`src/rtl/led_bar_drain.sv`:
```
// Drains a loaded left (5) and right (7) LED bar one LED per tick, each side paced by its own counter.
// Define LED_DRAIN_REFILL_EN to reload both bars from their captured patterns once both are dark.
module ledDrainSide #(
  parameter int WIDTH     = 5,
  parameter int THRESH    = 1300,
  parameter int LOW_FIRST = 1
) (
  input  logic             clock,
  input  logic             resetn,
  input  logic             load,
  input  logic [WIDTH-1:0] fill,
  input  logic             en,
  input  logic             refill,
  output logic [WIDTH-1:0] led,
  output logic             isEmpty,
  output logic             emptyNext,
  output logic             busyNext
);
  typedef enum logic [1:0] {IDLE, LOADED, DRAINING, EMPTY} state_t;

  state_t           state, stateNext;
  logic [WIDTH-1:0] bar, barNext, latch, cleared;
  logic [31:0]      count, countNext;

  // Extinguish exactly one lit LED: lowest index first on the left, highest first on the right.
  function automatic logic [WIDTH-1:0] clearOne(input logic [WIDTH-1:0] v);
    logic done;
    clearOne = v;
    done     = 1'b0;
    if (LOW_FIRST != 0) begin
      for (int i = 0; i < WIDTH; i++)
        if (v[i] && !done) begin
          clearOne[i] = 1'b0;
          done        = 1'b1;
        end
    end else begin
      for (int i = WIDTH - 1; i >= 0; i--)
        if (v[i] && !done) begin
          clearOne[i] = 1'b0;
          done        = 1'b1;
        end
    end
  endfunction

  always_comb begin
    stateNext = state;
    barNext   = bar;
    countNext = count;
    cleared   = clearOne(bar);
    if (load) begin
      barNext   = fill;
      countNext = 32'd0;
      stateNext = (|fill) ? LOADED : EMPTY;
    end else begin
      case (state)
        LOADED: if (en) begin
          stateNext = DRAINING;
          countNext = count + 32'd1;
        end
        DRAINING: if (en) begin
          if (count == 32'(THRESH)) begin
            countNext = 32'd0;
            barNext   = cleared;
            if (cleared == '0) stateNext = EMPTY;
          end else begin
            countNext = count + 32'd1;
          end
        end
        EMPTY: if (refill && |latch) begin
          barNext   = latch;
          countNext = 32'd0;
          stateNext = LOADED;
        end
        default: ;
      endcase
    end
  end

  always_ff @(posedge clock) begin
    if (!resetn) begin
      state <= IDLE;
      bar   <= '0;
      latch <= '0;
      count <= 32'd0;
    end else begin
      state <= stateNext;
      bar   <= barNext;
      count <= countNext;
      if (load) latch <= fill;
    end
  end

  assign led       = bar;
  assign isEmpty   = (state == EMPTY);
  assign emptyNext = (stateNext == EMPTY);
  assign busyNext  = (stateNext == LOADED) || (stateNext == DRAINING);
endmodule

module led_bar_drain #(
  parameter int THRESH_L = 1300,
  parameter int THRESH_R = 2600
) (
  input  logic       clock,
  input  logic       resetn,
  input  logic       load,
  input  logic [4:0] fill_l,
  input  logic [6:0] fill_r,
  input  logic       en_l,
  input  logic       en_r,
  output logic [4:0] ledL,
  output logic [6:0] ledR,
  output logic       busy,
  output logic       drained
);
`ifdef LED_DRAIN_REFILL_EN
  localparam logic REFILL_ON = 1'b1;
`else
  localparam logic REFILL_ON = 1'b0;
`endif

  logic emptyL, emptyR, emptyNextL, emptyNextR, busyNextL, busyNextR, refill;

  // Refill fires only from the cycle where both sides already sit in EMPTY.
  assign refill = REFILL_ON && emptyL && emptyR;

  ledDrainSide #(.WIDTH(5), .THRESH(THRESH_L), .LOW_FIRST(1)) leftSide (
    .clock(clock), .resetn(resetn), .load(load), .fill(fill_l), .en(en_l),
    .refill(refill), .led(ledL), .isEmpty(emptyL), .emptyNext(emptyNextL),
    .busyNext(busyNextL)
  );

  ledDrainSide #(.WIDTH(7), .THRESH(THRESH_R), .LOW_FIRST(0)) rightSide (
    .clock(clock), .resetn(resetn), .load(load), .fill(fill_r), .en(en_r),
    .refill(refill), .led(ledR), .isEmpty(emptyR), .emptyNext(emptyNextR),
    .busyNext(busyNextR)
  );

  always_ff @(posedge clock) begin
    if (!resetn) begin
      busy    <= 1'b0;
      drained <= 1'b0;
    end else begin
      busy    <= busyNextL | busyNextR;
      drained <= emptyNextL & emptyNextR;
    end
  end
endmodule

```
`config.mk`:
```
export PLATFORM = sky130hd
export DESIGN_NAME = led_bar_drain
export DESIGN_NICKNAME = d
export VERILOG_FILES = /design/src/rtl/led_bar_drain.sv
export SDC_FILE = /design/constraint.sdc
export NUM_CORES = 1
export LEC_CHECK = 0
export BUFFER_PORTS_ARGS = -buffer_cell sky130_fd_sc_hd__buf_2
export CELL_PAD_IN_SITES_DETAIL_PLACEMENT = 2
export CELL_PAD_IN_SITES_GLOBAL_PLACEMENT = 2
export CORE_MARGIN = 2
export CORE_UTILIZATION = 41
export CTS_BUF_LIST = sky130_fd_sc_hd__clkbuf_8 sky130_fd_sc_hd__clkbuf_16
export CTS_CLUSTER_DIAMETER = 60
export DETAILED_ROUTE_END_ITERATION = 10
export PLACE_DENSITY_LB_ADDON = 0.25
export SLEW_MARGIN = 10
export SYNTH_ARGS = -nofsm -noshare
export SYNTH_HDL_FRONTEND = slang
export SYNTH_HIERARCHICAL = 1
export SYNTH_SLANG_ARGS = --single-unit
```
`constraint.sdc`:
```
create_clock -name clock -period 3.3 [get_ports clock]
set_input_delay 0.165 -clock clock [delete_from_list [all_inputs] [get_ports clock]]
set_output_delay 0.165 -clock clock [all_outputs]
set_load 0.01 [all_outputs]
```
# Word-level counts from Yosys, hierarchy flattened
# Cells that the tools add are included.
# totals
register_bits,82
output_inout_bits,14
word_cells,118
# classes
add_sub_neg,2
n_eq_ne,16
muxes,50
bitwise_logic,3
n_reduce_logical,39
# ops
cell,count
32-bit 2-to-1 mux,6
32-bit case mux with 2 select lines,2
"32-bit by 1-bit adder with 32-bit output, second input constant",2
"32-bit by 11-bit == test with 1-bit output, second input constant",1
"32-bit by 12-bit == test with 1-bit output, second input constant",1
7-bit 2-to-1 mux,4
2-bit 2-to-1 mux,12
1-bit 2-to-1 mux,20
5-bit 2-to-1 mux,4
2-bit nonzero test,8
"2-bit == test, second input constant",6
3-bit AND reduction,4
1-bit logical AND,10
1-bit logical NOT,10
"2-bit by 1-bit == test with 1-bit output, second input constant",4
"2-bit != test, second input constant",4
2-bit case mux with 2 select lines,2
7-bit logical NOT,1
7-bit OR reduction,1
5-bit logical NOT,1
5-bit OR reduction,1
1-bit logical OR,2
2-bit OR reduction,1
1-bit bitwise AND,1
other kinds (2),2

# Depth between registers and ports, before layout
# logic_depth
depth_word,28
mapped_depth,9
depth_no_buf,9

# Hierarchy
# The synthesis kept the hierarchy.
# modules_own_cells
mod,n_inst,cells_each,area_per_inst_um2,seq_area_each_um2
ledDrainSide (rightSide),1,323,2633.8,960.9
ledDrainSide (leftSide),1,294,2566.2,880.8
led_bar_drain,1,5,57.6,40.0

# Worst setup path before layout
# Ideal clock, no wire load.
# synth_timing
path_type,reg-to-reg
startpoint,register leftSide.count[0]
endpoint,register busy
arrival_time_ns,1.864
slack_ns,1.321
stages_incl_launch_ff,9
synth_period_minus_slack_ns,1.979
path_cell_list,dfxtp_1 > inv_1 > ha_1 > nor4b_1 > nand4_1 > or4b_1 > nand2_1 > ha_1 > o21a_1
# synth_via
elab_chain_len,8
# synth_rtl
item,line,source
from (decl),23,"logic [31:0] count, countNext;"
from (signal assigned),88,count <= countNext;
32-bit by 11-bit == test with 1-bit output (*),61,if (count == 32'(THRESH)) begin
2-bit 2-to-1 mux (*),61,
2-bit 2-to-1 mux (*),60,DRAINING: if (en) begin
2-bit case mux with 2 select lines (*),55,case (state)
2-bit 2-to-1 mux (*),50,if (load) begin
net leftSide.stateNext[0],21,"state_t state, stateNext;"
2-bit by 1-bit == test with 1-bit output or 2-bit == test (tied branches),96,assign busyNext = (stateNext == LOADED) || (stateNext == DRAINING);
1-bit logical OR (*),96,
net busyNextL,121,"logic emptyL, emptyR, emptyNextL, emptyNextR, busyNextL, busyNextR, refill;"
1-bit bitwise OR (*),143,busy <= busyNextL | busyNextR;
to (signal assigned),143,
to (decl),112,"output logic busy,"
# Mark *: on every way through the listed nets, which the timed path passes. The rest lies on a longest branch.
# A chain may end at the register's enable or synchronous reset.

# Final worst setup path
# layout_timing
startpoint,register leftSide.count[9]
endpoint,register leftSide.count[30]
# layout_via
elab_chain_len,4
# layout_rtl
item,line
32-bit by 1-bit adder with 32-bit output or 32-bit by 11-bit == test with 1-bit output (tied branches),"58, 66, 61"
32-bit 2-to-1 mux,61
32-bit 2-to-1 mux,60
32-bit case mux with 2 select lines (*),55
# Mark *: on every way between the ends. The rest lies on a longest branch, timed or not. The select of a mux whose other input is x is not followed.

==> results.md <==
- Between clock sinks in the finished design, the worst skew comes to about 0.0066 ns.
- The met1 routed wirelength after detailed routing is between 7000 and 8000 µm.
- The via density per instance is between 6 and 7.
- The row count is 41.
- The die outline width is about 120 µm.
- In this run the mean area of a mapped cell was between 8 and 9 µm².
- The number of flops mapped to enable cells by yosys is 0.
- Cells fill between 40 and 50% of the core in the end.
- Dividing the detail-routed wire length by the instance count gives between 15 and 20 µm.
- The worst setup path is launched from a flop.
- The global router's overall resource usage is roughly a quarter.
- The layout-stage area growth over the synthesis result is 10.33%.
- The max-cap violation count is 0.
- TritonCTS built the clock tree.
- The critical register-to-register path startpoint is leftSide/count[9].
- The highest fanout seen on the critical path is 18.
- In this run the power density over the cells is around 450 nW/µm².
- Counting along the longest clock path gives a buffer depth of 2.
- The global-route wire length before repair is around 26000 µm.
- Setup repair after global routing left no endpoint under its margin.
- Across the VDD grid, the largest voltage drop is about 0.00025 V.
- Clock-pin slew was measured on the worst setup and hold paths at about 0.07 ns.
- Entering global routing, the biggest net connects 34 pins.
- The most used flip-flop cell after synthesis is dfxtp_1.
- The final count of hold timing violations came to 0.
- The number of cells traversed by the worst register-to-register path is 5.
- The number of buffers created by CTS is 9.
- The aggregate negative setup slack is 0 ns.
- The wire length after detailed routing is approximately 16000 µm.
- The number of antenna-violating nets in the routed design is 0.
- The number of gates resized after CTS was 0.
- The cts-stage hold buffer count is 0.
- Routability-driven placement finished with a final weighted congestion of slightly above 0.8.
- The highest layer touched by signal routing is met4.
- The total half-perimeter wirelength after legalization and detailed placement is approximately 11000 µm.
- The clock drives 94 sinks.
- The minimum clock period after layout is between 2 and 3 ns.
- The commonest cells after synthesis are dfxtp_1, a21oi_1, nand2_1.
- The total number of vias is 4916.
- The class of the most critical hold timing path is in -> reg.
- The number of antenna diodes is 0.
- The timing-limited maximum frequency is approximately 370 MHz.
- Of all cell types, the one taking the most synthesized area is dfxtp_1.
- During I/O placement, the number of pins put on the boundary was 31.
- For this run, the detailed router's first-pass iteration total came to 4.
- The sink of the worst hold path is rightSide/latch[1].
- The worst setup path is of the reg -> reg kind.
- The DRC violation count after routing is 0.
- Data on the critical path arrives at its endpoint at approximately 3 ns.
- The number of antenna violations at the first check in global routing was 0.
- The violation count after the first detailed-route iteration is between 200 and 250.
- The number of nets at the end of the flow is 661.
- In this run the cell area of the synthesized design comes to between 5000 and 6000 µm².
- The total area inside the core boundary comes to around 13000 µm².
- The clock network latency to the later pin of the worst-skew pair is between 0.3 and 0.4 ns.
- The wire length on met2 is 8379 µm.
- The run finished with clean final reports.
- The setup-violating endpoint count in the final report is 0.
- The tightest hold path in the finished design has a slack of 0.09869 ns.
- Sequential cells were found to cover a little over a third of the synthesized design area.
- The count of H-tree levels built during CTS is 3.
- Sorting the synthesized cells by area gives the leading types as dfxtp_1, a21oi_1, o21ai_0.
- The worst register-to-register path has a setup slack of a little under 0.6 ns.
- The leakage power of the design is 1.883 nW.
- After synthesis, the share of flip-flops with an asynchronous set or reset is 0%.
- The total count of max-transition violations in the final report is 0.
- The startpoint of the tightest hold check path is fill_r[1].
- Once the clock tree was built, the setup fixing pass inserted 0 buffers.
- The number of stages on the worst hold path is 3.
- Counting every instance in the synthesized netlist gives about 620.
- The number of global-route vias before repair was ~5200.
- The met3 layer wire length in the routed design is 348 µm.
- For this run the aggregate overflow at the end of global routing stands at 0.
- The total power of the final layout is about 2.6 mW.
- STA classifies the critical path endpoint as a flop.
- The fraction of the cycle the final worst path needs is between 80% and 90%.
- The leading cell type by number of instances after synthesis is dfxtp_1.
- The buffer cell driving the clock tree root is clkbuf_16.
- The actual transition at the worst max-transition pin is 0.9430 ns.
- The die covers about 14000 µm².
- At the worst endpoint, the required time is between 3 and 4 ns.
- Counting distinct cell types in the post-synthesis netlist gives a little over 70.
- The initial core utilization is around two fifths.
- The layout cell share with drive strength beyond 1 is about an eighth.
- Counting flops and latches in the post-synthesis netlist gives 94.
- The remaining max-slew budget at the tightest pin is about 37%.
- The number of warning messages in the yosys log is 6.
- The share of synthesized area in the top cell type comes to around 36%.
- The height of the die is around 120 µm.
- The number of port buffers is 30.
- The terminus of the critical flop-to-flop path is leftSide/count[30].
[critical path, stage by stage, from the launching register on]
cell     delay [ns]
dfxtp_1        0.51
nand4_1        0.27
nor4_2         0.44
nand4_1        0.58
or4_1          0.70
a21oi_2        0.16
[where the power goes]
| part | internal (mW) | leakage [nW] | switching (mW) |
|---|---|---|---|
| Combinational | 0.0635 | 0.956 | 0.114 |
| Sequential | 1.16 | 0.763 | 0.0279 |
| Clock | 0.760 | 0.165 | 0.461 |
| Total | 1.98 | 1.88 | 0.602 |
[final cells by class]
cell class              count  area, µm²
fillers                  1437       6768
multi-input cells         477       3095
flip-flops and latches     94       1882
clock buffers              10      239.0
well taps                 172      215.2
repair buffers             34      180.2
clock inverters             5      106.4
inverters                  22      82.58
[cells in the final DEF (no fill, tap or decap), types with 4 or more instances in the layout]
cell type / instances
a21oi_1: 50
nor4b_1: 6
a21oi_2: 10
xor2_1: 9
buf_2: 30
or3_1: 20
a211oi_1: 5
mux2i_1: 12
nand3_1: 29
buf_4: 4
o31ai_1: 16
nor2b_1: 9
and2_1: 9
clkbuf_16: 9
a31o_2: 5
o2111ai_1: 11
a2111oi_0: 5
ha_1: 6
nor3_1: 4
inv_1: 21
or4_1: 14
xnor2_1: 11
o211ai_1: 5
and3_1: 6
nand2_1: 45
dfxtp_1: 94
or3_2: 5
and4_1: 6
nand4_1: 17
nor4_1: 12
conb_1: 5
o21ai_0: 35
o21ai_1: 12
o21a_1: 7
nor2_1: 35
nand3b_1: 4
[layer usage]
layer	GRT usage [%]	vias to the layer above
met5	0	-
met4	6.667	0
met3	4.892	20
met2	43.87	49
met1	29.45	2470
li1	-	2377
[worst max-delay path by stage]
| stage | startpoint | to | slack [ns] | cells past startpoint |
|---|---|---|---|---|
| 2_1_floorplan | leftSide/count[0] | busy | 1.32 | 8 |
| 3_3_place_gp | leftSide/state[0] | leftSide/count[31] | 0.82 | 5 |
| 3_5_place_dp | leftSide/count[9] | leftSide/count[30] | 0.63 | 5 |
| 4_1_cts | leftSide/count[9] | leftSide/count[30] | 0.56 | 5 |
| 5_1_grt | leftSide/count[9] | leftSide/count[30] | 0.33 | 5 |
| 6_report | leftSide/count[9] | leftSide/count[30] | 0.59 | 5 |
[sequential cells by signal, indices dropped and copies added, names as in the netlist]
name,flops
busy,1
drained,1
leftSide/count,32
leftSide/latch,5
leftSide/led,5
leftSide/state,2
rightSide/count,32
rightSide/latch,7
rightSide/led,7
rightSide/state,2
[through the flow]
stage               worst slack (ns)  area (µm²)  instances
global placement              0.8171        5455        799
detailed placement            0.6313        5455        799
CTS                           0.5559        5801        814
global route                  0.3293        5801        814
floorplan                      1.321        5273        626
finish                        0.5919        5801        814
[kinds of logic after synthesis]
logic type	after synthesis	share of synthesized area (%)
adders and majority gates	8	1.809
buffers and inverters	55	5.616
muxes	12	2.285
other	1	0.07133
AOI/OAI and AO/OA	193	25.20
and+or+nand+nor	239	25.89
DFF	94	35.79
xor gates and xnor gates	20	3.332
Note: power is estimated with default switching activity, not from simulation.
